<file path="config.mk">
export PLATFORM = sky130hd
export DESIGN_NAME = input_skew_buffer
export DESIGN_NICKNAME = d
export VERILOG_FILES = /design/src/rtl/input_skew_buffer.sv
export SDC_FILE = /design/constraint.sdc
export NUM_CORES = 1
export LEC_CHECK = 0
export ABC_CLOCK_PERIOD_IN_PS = 4900
export BUFFER_PORTS_ARGS = -buffer_cell sky130_fd_sc_hd__buf_4
export CORE_ASPECT_RATIO = 0.8
export CORE_MARGIN = 5
export CORE_UTILIZATION = 60
export CTS_BUF_LIST = sky130_fd_sc_hd__clkbuf_4
export CTS_CLUSTER_DIAMETER = 40
export DETAILED_ROUTE_END_ITERATION = 7
export PLACE_DENSITY = 0.74
export SLEW_MARGIN = 20
export SYNTH_ARGS = -nofsm -noshare
export SYNTH_HDL_FRONTEND = slang
export SYNTH_SLANG_ARGS = --single-unit
export TNS_END_PERCENT = 10
</file>
<file path="constraint.sdc">
create_clock -name clk -period 4.9 [get_ports clk]
set_input_delay 0.49 -clock clk [delete_from_list [all_inputs] [get_ports clk]]
set_output_delay 0.49 -clock clk [all_outputs]
set_load 0.01 [all_outputs]
</file>
<file path="src/rtl/input_skew_buffer.sv">
// Ping-pong N x N tile store draining diagonally skewed lanes into the array.
// Define INPUT_SKEW_TRANSPOSE_EN for column-major (weight-edge) reads.
module input_skew_buffer #(
  parameter int matrixSize = 4,
  parameter int dataSize   = 16
) (
  input  logic                               clk,
  input  logic                               rst,
  input  logic                               writeEnable,
  input  logic [dataSize-1:0]                writeElement,
  input  logic [$clog2(matrixSize)-1:0]      writeRow,
  input  logic [$clog2(matrixSize)-1:0]      writeCol,
  input  logic                               writeCommit,
  output logic                               writeReady,
  input  logic                               advance,
  output logic [matrixSize*dataSize-1:0]     outputVector,
  output logic [matrixSize-1:0]              outputValid,
  output logic                               drainDone,
  output logic [1:0]                         bankFull
);

  localparam int N  = matrixSize;
  localparam int D  = dataSize;
  localparam int IW = $clog2(N);
  localparam int KW = $clog2(2*N-1);
  localparam logic [KW-1:0] KLAST = KW'(2*N-2);

  typedef enum logic [1:0] {
    BK_EMPTY,
    BK_FULL,
    BK_DRAIN
  } bank_e;

  typedef enum logic {
    S_IDLE,
    S_DRAIN
  } fsm_e;

  logic [D-1:0]   mem_q [2][N][N];
  bank_e          bank_q [2];
  bank_e          bank_d [2];
  logic           wr_q, wr_d;
  logic           rd_q, rd_d;
  fsm_e           st_q, st_d;
  logic [KW-1:0]  k_q, k_d;
  logic           gap_q, gap_d;
  logic [N*D-1:0] vec_q, vec_d;
  logic [N-1:0]   val_q, val_d;
  logic           done_q, done_d;

  logic [KW-1:0]  step_t;
  logic [N*D-1:0] step_vec;
  logic [N-1:0]   step_val;
  logic           idx_ok;

  assign writeReady   = (bank_q[wr_q] == BK_EMPTY);
  assign bankFull     = {bank_q[1] != BK_EMPTY,
                         bank_q[0] != BK_EMPTY};
  assign outputVector = vec_q;
  assign outputValid  = val_q;
  assign drainDone    = done_q;
  assign idx_ok       = (int'(writeRow) < N)
                     && (int'(writeCol) < N);

  // Tile storage: not reset, writes land in the current write bank.
  always_ff @(posedge clk) begin
    if (writeEnable && writeReady && idx_ok)
      mem_q[wr_q][writeRow][writeCol] <= writeElement;
  end

  // Skewed step slice: lane r shows column t-r when in range.
  always_comb begin
    step_t   = (st_q == S_DRAIN) ? k_q : '0;
    step_vec = '0;
    step_val = '0;
    for (int r = 0; r < N; r++) begin
      int c;
      logic [IW-1:0] ci;
      logic [IW-1:0] ri;
      c  = int'(step_t) - r;
      ci = IW'(c);
      ri = IW'(r);
      if (c >= 0 && c < N) begin
        step_val[r] = 1'b1;
`ifdef INPUT_SKEW_TRANSPOSE_EN
        step_vec[r*D +: D] = mem_q[rd_q][ci][ri];
`else
        step_vec[r*D +: D] = mem_q[rd_q][ri][ci];
`endif
      end
    end
  end

  // Bank bookkeeping and drain FSM next state / registered outputs.
  always_comb begin
    st_d   = st_q;
    k_d    = k_q;
    wr_d   = wr_q;
    rd_d   = rd_q;
    gap_d  = gap_q;
    vec_d  = vec_q;
    val_d  = val_q;
    done_d = 1'b0;
    bank_d = bank_q;

    if (writeCommit && writeReady) begin
      bank_d[wr_q] = BK_FULL;
      wr_d         = ~wr_q;
    end

    if (advance) begin
      unique case (st_q)
        S_IDLE: begin
          // A finished tile is always followed by one zero cycle.
          if (!gap_q && bank_q[rd_q] == BK_FULL) begin
            vec_d        = step_vec;
            val_d        = step_val;
            bank_d[rd_q] = BK_DRAIN;
            k_d          = KW'(1);
            st_d         = S_DRAIN;
          end else begin
            vec_d = '0;
            val_d = '0;
            gap_d = 1'b0;
          end
        end
        S_DRAIN: begin
          vec_d = step_vec;
          val_d = step_val;
          if (k_q == KLAST) begin
            bank_d[rd_q] = BK_EMPTY;
            rd_d         = ~rd_q;
            done_d       = 1'b1;
            gap_d        = 1'b1;
            k_d          = '0;
            st_d         = S_IDLE;
          end else begin
            k_d = k_q + KW'(1);
          end
        end
      endcase
    end
  end

  // State register with synchronous reset.
  always_ff @(posedge clk) begin
    if (rst) begin
      bank_q[0] <= BK_EMPTY;
      bank_q[1] <= BK_EMPTY;
      wr_q      <= 1'b0;
      rd_q      <= 1'b0;
      st_q      <= S_IDLE;
      k_q       <= '0;
      gap_q     <= 1'b0;
      vec_q     <= '0;
      val_q     <= '0;
      done_q    <= 1'b0;
    end else begin
      bank_q    <= bank_d;
      wr_q      <= wr_d;
      rd_q      <= rd_d;
      st_q      <= st_d;
      k_q       <= k_d;
      gap_q     <= gap_d;
      vec_q     <= vec_d;
      val_q     <= val_d;
      done_q    <= done_d;
    end
  end

endmodule

</file>
==> results of run 1 <==
-- area by class of cell --
class                   count  area (um2)  area share
repair buffers            145        1141     0.04469
clock buffers             215        1614     0.06321
multi-input cells         587        4871      0.1907
diodes                      4       10.01   0.0003920
flip-flops and latches    593       17000      0.6657
clock inverters            36       241.5    0.009457
inverters                  13       48.80    0.001911
well taps                 487       609.3     0.02386
-- registers in the layout, indices dropped and copies added (netlist names), named ones only --
name,cells
gap_q,1
k_q,3
outputVector,64
mem_q,512
bank_q,4
rd_q,1
drainDone,1
outputValid,4
wr_q,1
st_q,1
-- per-layer routing --
| layer | up-vias | track usage |
|---|---|---|
| li1 | 5478 | - |
| met4 | 0 | 0.07623 |
| met3 | 73 | 0.05532 |
| met1 | 6253 | 0.3440 |
| met5 | - | 0 |
| met2 | 571 | 0.3813 |
-- path summary, 6_finish.rpt --
| check | start | endpoint | slack [ps] | depth (start not counted) |
|---|---|---|---|---|
| worst max register to register | st_q$_SDFFE_PP0P_ | outputVector[56]$_SDFFE_PP0P_ | 1800 | 7 |
| worst max-delay path | st_q$_SDFFE_PP0P_ | outputVector[56]$_SDFFE_PP0P_ | 1800 | 7 |
| worst min-delay path | writeElement[10] | mem_q[0][122]$_DFFE_PP_ | 90 | 1 |
| worst min register to register | outputVector[16]$_SDFFE_PP0P_ | outputVector[16]$_SDFFE_PP0P_ | 450 | 2 |
-- what timing repair did --
item,4_1_cts,5_1_grt
hold endpoints to repair,13,0
hold buffers,3,0
setup buffers,0,0
-- Yosys cell counts, types with 7 or more instances --
cell / count
a21oi_1: 26
dfxtp_1: 81
clkbuf_1: 28
buf_2: 25
nand2_1: 184
a31oi_1: 8
o21ai_0: 13
edfxtp_1: 512
inv_1: 12
o2111ai_1: 16
nor2_1: 56
mux2i_1: 35
a22oi_1: 32
o21ai_1: 11
buf_1: 10
mux4_2: 94
o211ai_1: 7
nand3_1: 37
-- report_power, final --
group | total, mW | switching (mW) | leakage, nW | internal [mW]
Sequential | 5.54 | 0.0188 | 5.26 | 5.52
Combinational | 0.300 | 0.212 | 2.40 | 0.0879
Clock | 4.05 | 1.84 | 1.11 | 2.21
-- through the flow --
stage / util / cells / hold WS, ps / setup slack, ps / area [um2]
final: 0.6937 / 2080 / 85.19 / 1804 / 25540
after global routing: 0.6937 / 2080 / 1.692 / 1591 / 25540
after CTS: 0.6927 / 2075 / 5.590 / 1829 / 25500
after detailed placement: 0.6414 / 1821 / 437.1 / 1809 / 23610
after global placement: 0.6414 / 1821 / 431.3 / 2068 / 23610
after floorplan: - / 1264 / 462.5 / 2185 / 22220
-- logic make-up after synthesis --
logic type | synth area share
fa+ha+maj | 0.001689
flops | 0.7649
buf+inv | 0.01745
xor+xnor | 0.0003942
compound gates | 0.04262
simple gates | 0.05991
mux | 0.1131
==> impl_metrics.ini, run 1 <==
[timing]
fin_crit_sh = 0.6318
hold_viol = 0
relSlewSlack = 0.2754
setup_tns_ps = 0
worst_pin_slew_ps = 1079
period_minus_slack_ps = 3096
drv_slew = 0
fmax_mhz = 323.0
setup_viol = 0
grt_setup_unrepaired = false
skew_ps = 45.14

[critical_path]
end_kind = flip-flop
cpMaxStageDelayCell = ha_1
crit_buf_inv = 1
cp_slowest_stage_delay_ps = 710
worstPathMaxFanout = 18
timing.critical_path.cells = and2_2 > ha_1 > nor2b_1 > buf_4 > nand3_1 > o2111ai_1 > nand2_1
critPathLaunchType = flip-flop
critPathKind = reg2reg
arrival_ps = 3790
cp_top_family = simple AND/OR/NAND/NOR gates
cp.required_ps = 5590

[die]
die_y_um = 182.1
die-area_um2 = 41010
fp.dieW_um = 225.2
fp.coreArea_um2 = 36810
start_util = 0.6037
io_pins = 97
rows = 63

[route]
wl_met1_um = 19900
ant_nets = 0
dr_wl_met2_um = 23900
drc = 0
drt_iter0_markers = 1402
vias_per_cell = 5.950
vias = 12380
dr.max_layer_used = met4
wl_met3_um = 4100
wl_per_cell_um = 23.49
totalWireLength_um = 48850
dr.pass1.iters = 6

[cts]
root_buffer = clkbuf_4
clk_pin_slew_ps = 70
cts_buffers = 141
clk_latency_ps = 840
cts.sinks = 593
h-tree-depth = 4
cts_buffer_depth = 3
post_cts_resized = 0
cts_tree = built

[yosys]
yosysUniqueCellTypes = 53
avgSynthCellArea_um2 = 17.58
netlist_area_um2 = 22220
yosys_register_bits = 593
synth_edf_count = 512
synth_area_leaders = edfxtp_1, mux4_2, dfxtp_1
yosysTopAreaCell = edfxtp_1
yosysSeqAreaShare = 0.7649
syn_nets = 1292
ys_warn_count = 0
ys_async_sr_fraction = 0
synth_ff_type = edfxtp_1
synth_cells = 1264
yosysTopAreaCellShare = 0.6919

[final_layout]
drive_above_1_share = 0.3002
num-fill-cells = 2356
area_growth_pct = 14.92
nets = 1509
layout_commonest_cell = edfxtp_1
layout_common_cells = edfxtp_1, clkbuf_4, nand2_1

[global_routing]
grt_antenna_before_repair = 3
grt_overflow = 0
grt_pass1_wl_um = 73770
grtUsageTotal = 0.2417
grt_max_degree = 60
grt_pass1_vias = 12560

[power_and_ir_drop]
ir_worst_vdd_mv = 0.2784
power_density_nw_per_um2 = 387.3
cellLeakagePower_nw = 8.767
total_power_mw = 9.889

[placed_design]
port_buffers = 96
gp_congestion = 0.8034
dp_hpwl_um = 27280

[run_status]
outcome = finished clean

[worst_hold_path]
hold_path_class = in2reg

[run]
drv_cap = 0
Power figures use the tool's default switching activity.
==> run 2: changes to the inputs <==
ABC_CLOCK_PERIOD_IN_PS = 3100   (was 4900)
clock period = 3.1 ns   (was 4.9 ns; I/O delays follow)
==> run 2 against run 1 <==
  * Combinational power up 68%
  * Critical path depth grew 2
  * Non-clock buffer count increased by 31
  * Clock power is 53% higher
  * Flip-flop and latch count did not move
  * Global-route usage increased by 0.79 points
  * Highest routed layer unchanged
==> impl_metrics.ini, run 2 (synthesis results as in run 1) <==
[run_status]
outcome = finished clean

[global_routing]
grt_pass1_wl_um = 76400
grt_max_degree = 57
grt_overflow = 0
grtUsageTotal = 0.2496
grt_pass1_vias = 12960
grt_antenna_before_repair = 2

[die]
die-area_um2 = 41010
fp.dieW_um = 225.2
io_pins = 97
rows = 63
die_y_um = 182.1
start_util = 0.6037
fp.coreArea_um2 = 36810

[timing]
grt_setup_unrepaired = false
setup_tns_ps = 0
skew_ps = 51.02
hold-worst-slack_ps = 183.0
worst_pin_slew_ps = 811.2
relSlewSlack = 0.4556
fin_crit_sh = 0.8001
period_minus_slack_ps = 2480
hold_viol = 0
setup_viol = 0
fmax_mhz = 403.2
drv_slew = 0

[final_layout]
nets = 1539
layout_commonest_cell = edfxtp_1
largest_register_ffs = 512
largest-register = mem_q
regArea_um2 = 17000
final_cells = 2111
area_growth_pct = 15.96
layout_common_cells = edfxtp_1, clkbuf_4, nand2_1
drive_above_1_share = 0.3033
num-fill-cells = 2393
multi_input_area_um2 = 4871

[placed_design]
dp_hpwl_um = 27890
gp_congestion = 0.8009
port_buffers = 96
dp_cells = 1835

[power_and_ir_drop]
power_density_nw_per_um2 = 600.2
ir_worst_vdd_mv = 0.4121
total_power_mw = 15.47
cellLeakagePower_nw = 8.903

[critical_path]
end_kind = flip-flop
cpMaxStageDelayCell = and2_2
cp_slowest_stage_delay_ps = 500
worstPathMaxFanout = 16
critPathLaunchType = flip-flop
arrival_ps = 3230
timing.critical_path.cells = and2_2 > inv_2 > ha_1 > or2_2 > o21ai_0 > and3_1 > buf_4 > a22oi_1 > nand2_1
cp.required_ps = 3850
critPathKind = reg2reg

[route]
vias = 12510
wl_per_cell_um = 23.50
totalWireLength_um = 49600
dr.pass1.iters = 5
ant_nets = 0
drt_iter0_markers = 1153
drc = 0
vias_per_cell = 5.924

[cts]
clk_pin_slew_ps = 70
h-tree-depth = 4
cts_buffers = 140
cts_tree = built
cts.sinks = 593
root_buffer = clkbuf_4
cts_buffer_depth = 3
clk_latency_ps = 850
post_cts_resized = 0

[worst_hold_path]
hold_path_class = in2reg

[run]
drv_cap = 0
[run 2: changes by cell type in the layout (fill, tap and decap cells not counted), sizes merged]
cell,delta
dlygate4sd3,+18
clkinv,+1
buf,+13
inv,+4
bufinv,-3
diode,-2
[run 2: metrics by stage]
step	instance area (um2)	util	worst slack, ps
2_1_floorplan	22220	-	384.5
3_3_place_gp	23770	0.6457	722.3
3_5_place_dp	23770	0.6457	604.0
4_1_cts	25760	0.6999	616.5
5_1_grt	25770	0.7000	452.5
6_report	25770	0.7000	619.6
[run 2: worst max-delay path, delay by kind of cell (launching register included)]
| kind | cells | cell delay, ps |
|---|---|---|
| AO/OA/AOI/OAI | 2 | 350 |
| buffers and inverters | 2 | 330 |
| adder cells (fa/ha/maj) | 1 | 200 |
| AND/OR/NAND/NOR | 4 | 1080 |
| flip-flops | 1 | 470 |
[run 2: final timing paths]
path                                        end  slack [ps]                          start  cells after the start
setup / recovery  outputVector[20]$_SDFFE_PP0P_         620              st_q$_SDFFE_PP0P_                      9
setup reg to reg  outputVector[20]$_SDFFE_PP0P_         620              st_q$_SDFFE_PP0P_                      9
hold reg to reg   outputVector[55]$_SDFFE_PP0P_         440  outputVector[55]$_SDFFE_PP0P_                      2
hold / removal          mem_q[0][130]$_DFFE_PP_         180                    writeRow[1]                      4
[run 2: layout make-up]
class | count | share of cell area
Sequential cell | 593 | 0.6597
Multi-Input combinational cell | 587 | 0.1890
Tap cell | 487 | 0.02365
Timing Repair Buffer | 176 | 0.05623
Inverter | 13 | 0.001894
Clock inverter | 38 | 0.006652
Antenna cell | 2 | 0.0001942
Clock buffer | 215 | 0.06264
[run 2: routing by layer]
layer | track usage | vias to the layer above | part of all wire
met1 | 0.3536 | 6272 | 0.41
met4 | 0.09971 | 0 | 0.029
met5 | 0 | - | 0
met3 | 0.05983 | 96 | 0.089
li1 | - | 5525 | -
met2 | 0.3830 | 613 | 0.47
[run 2: power by group]
group	leakage (nW)	switching (mW)	internal, mW
Clock	1.08	2.96	3.25
Sequential	5.26	0.0283	8.73
Combinational	2.55	0.343	0.159
[run 2: what timing repair did]
item / 4_1_cts / 5_1_grt
hold buffers: 21 / 0
endpoints found under the hold margin: 551 / 0
setup buffers: 0 / 0
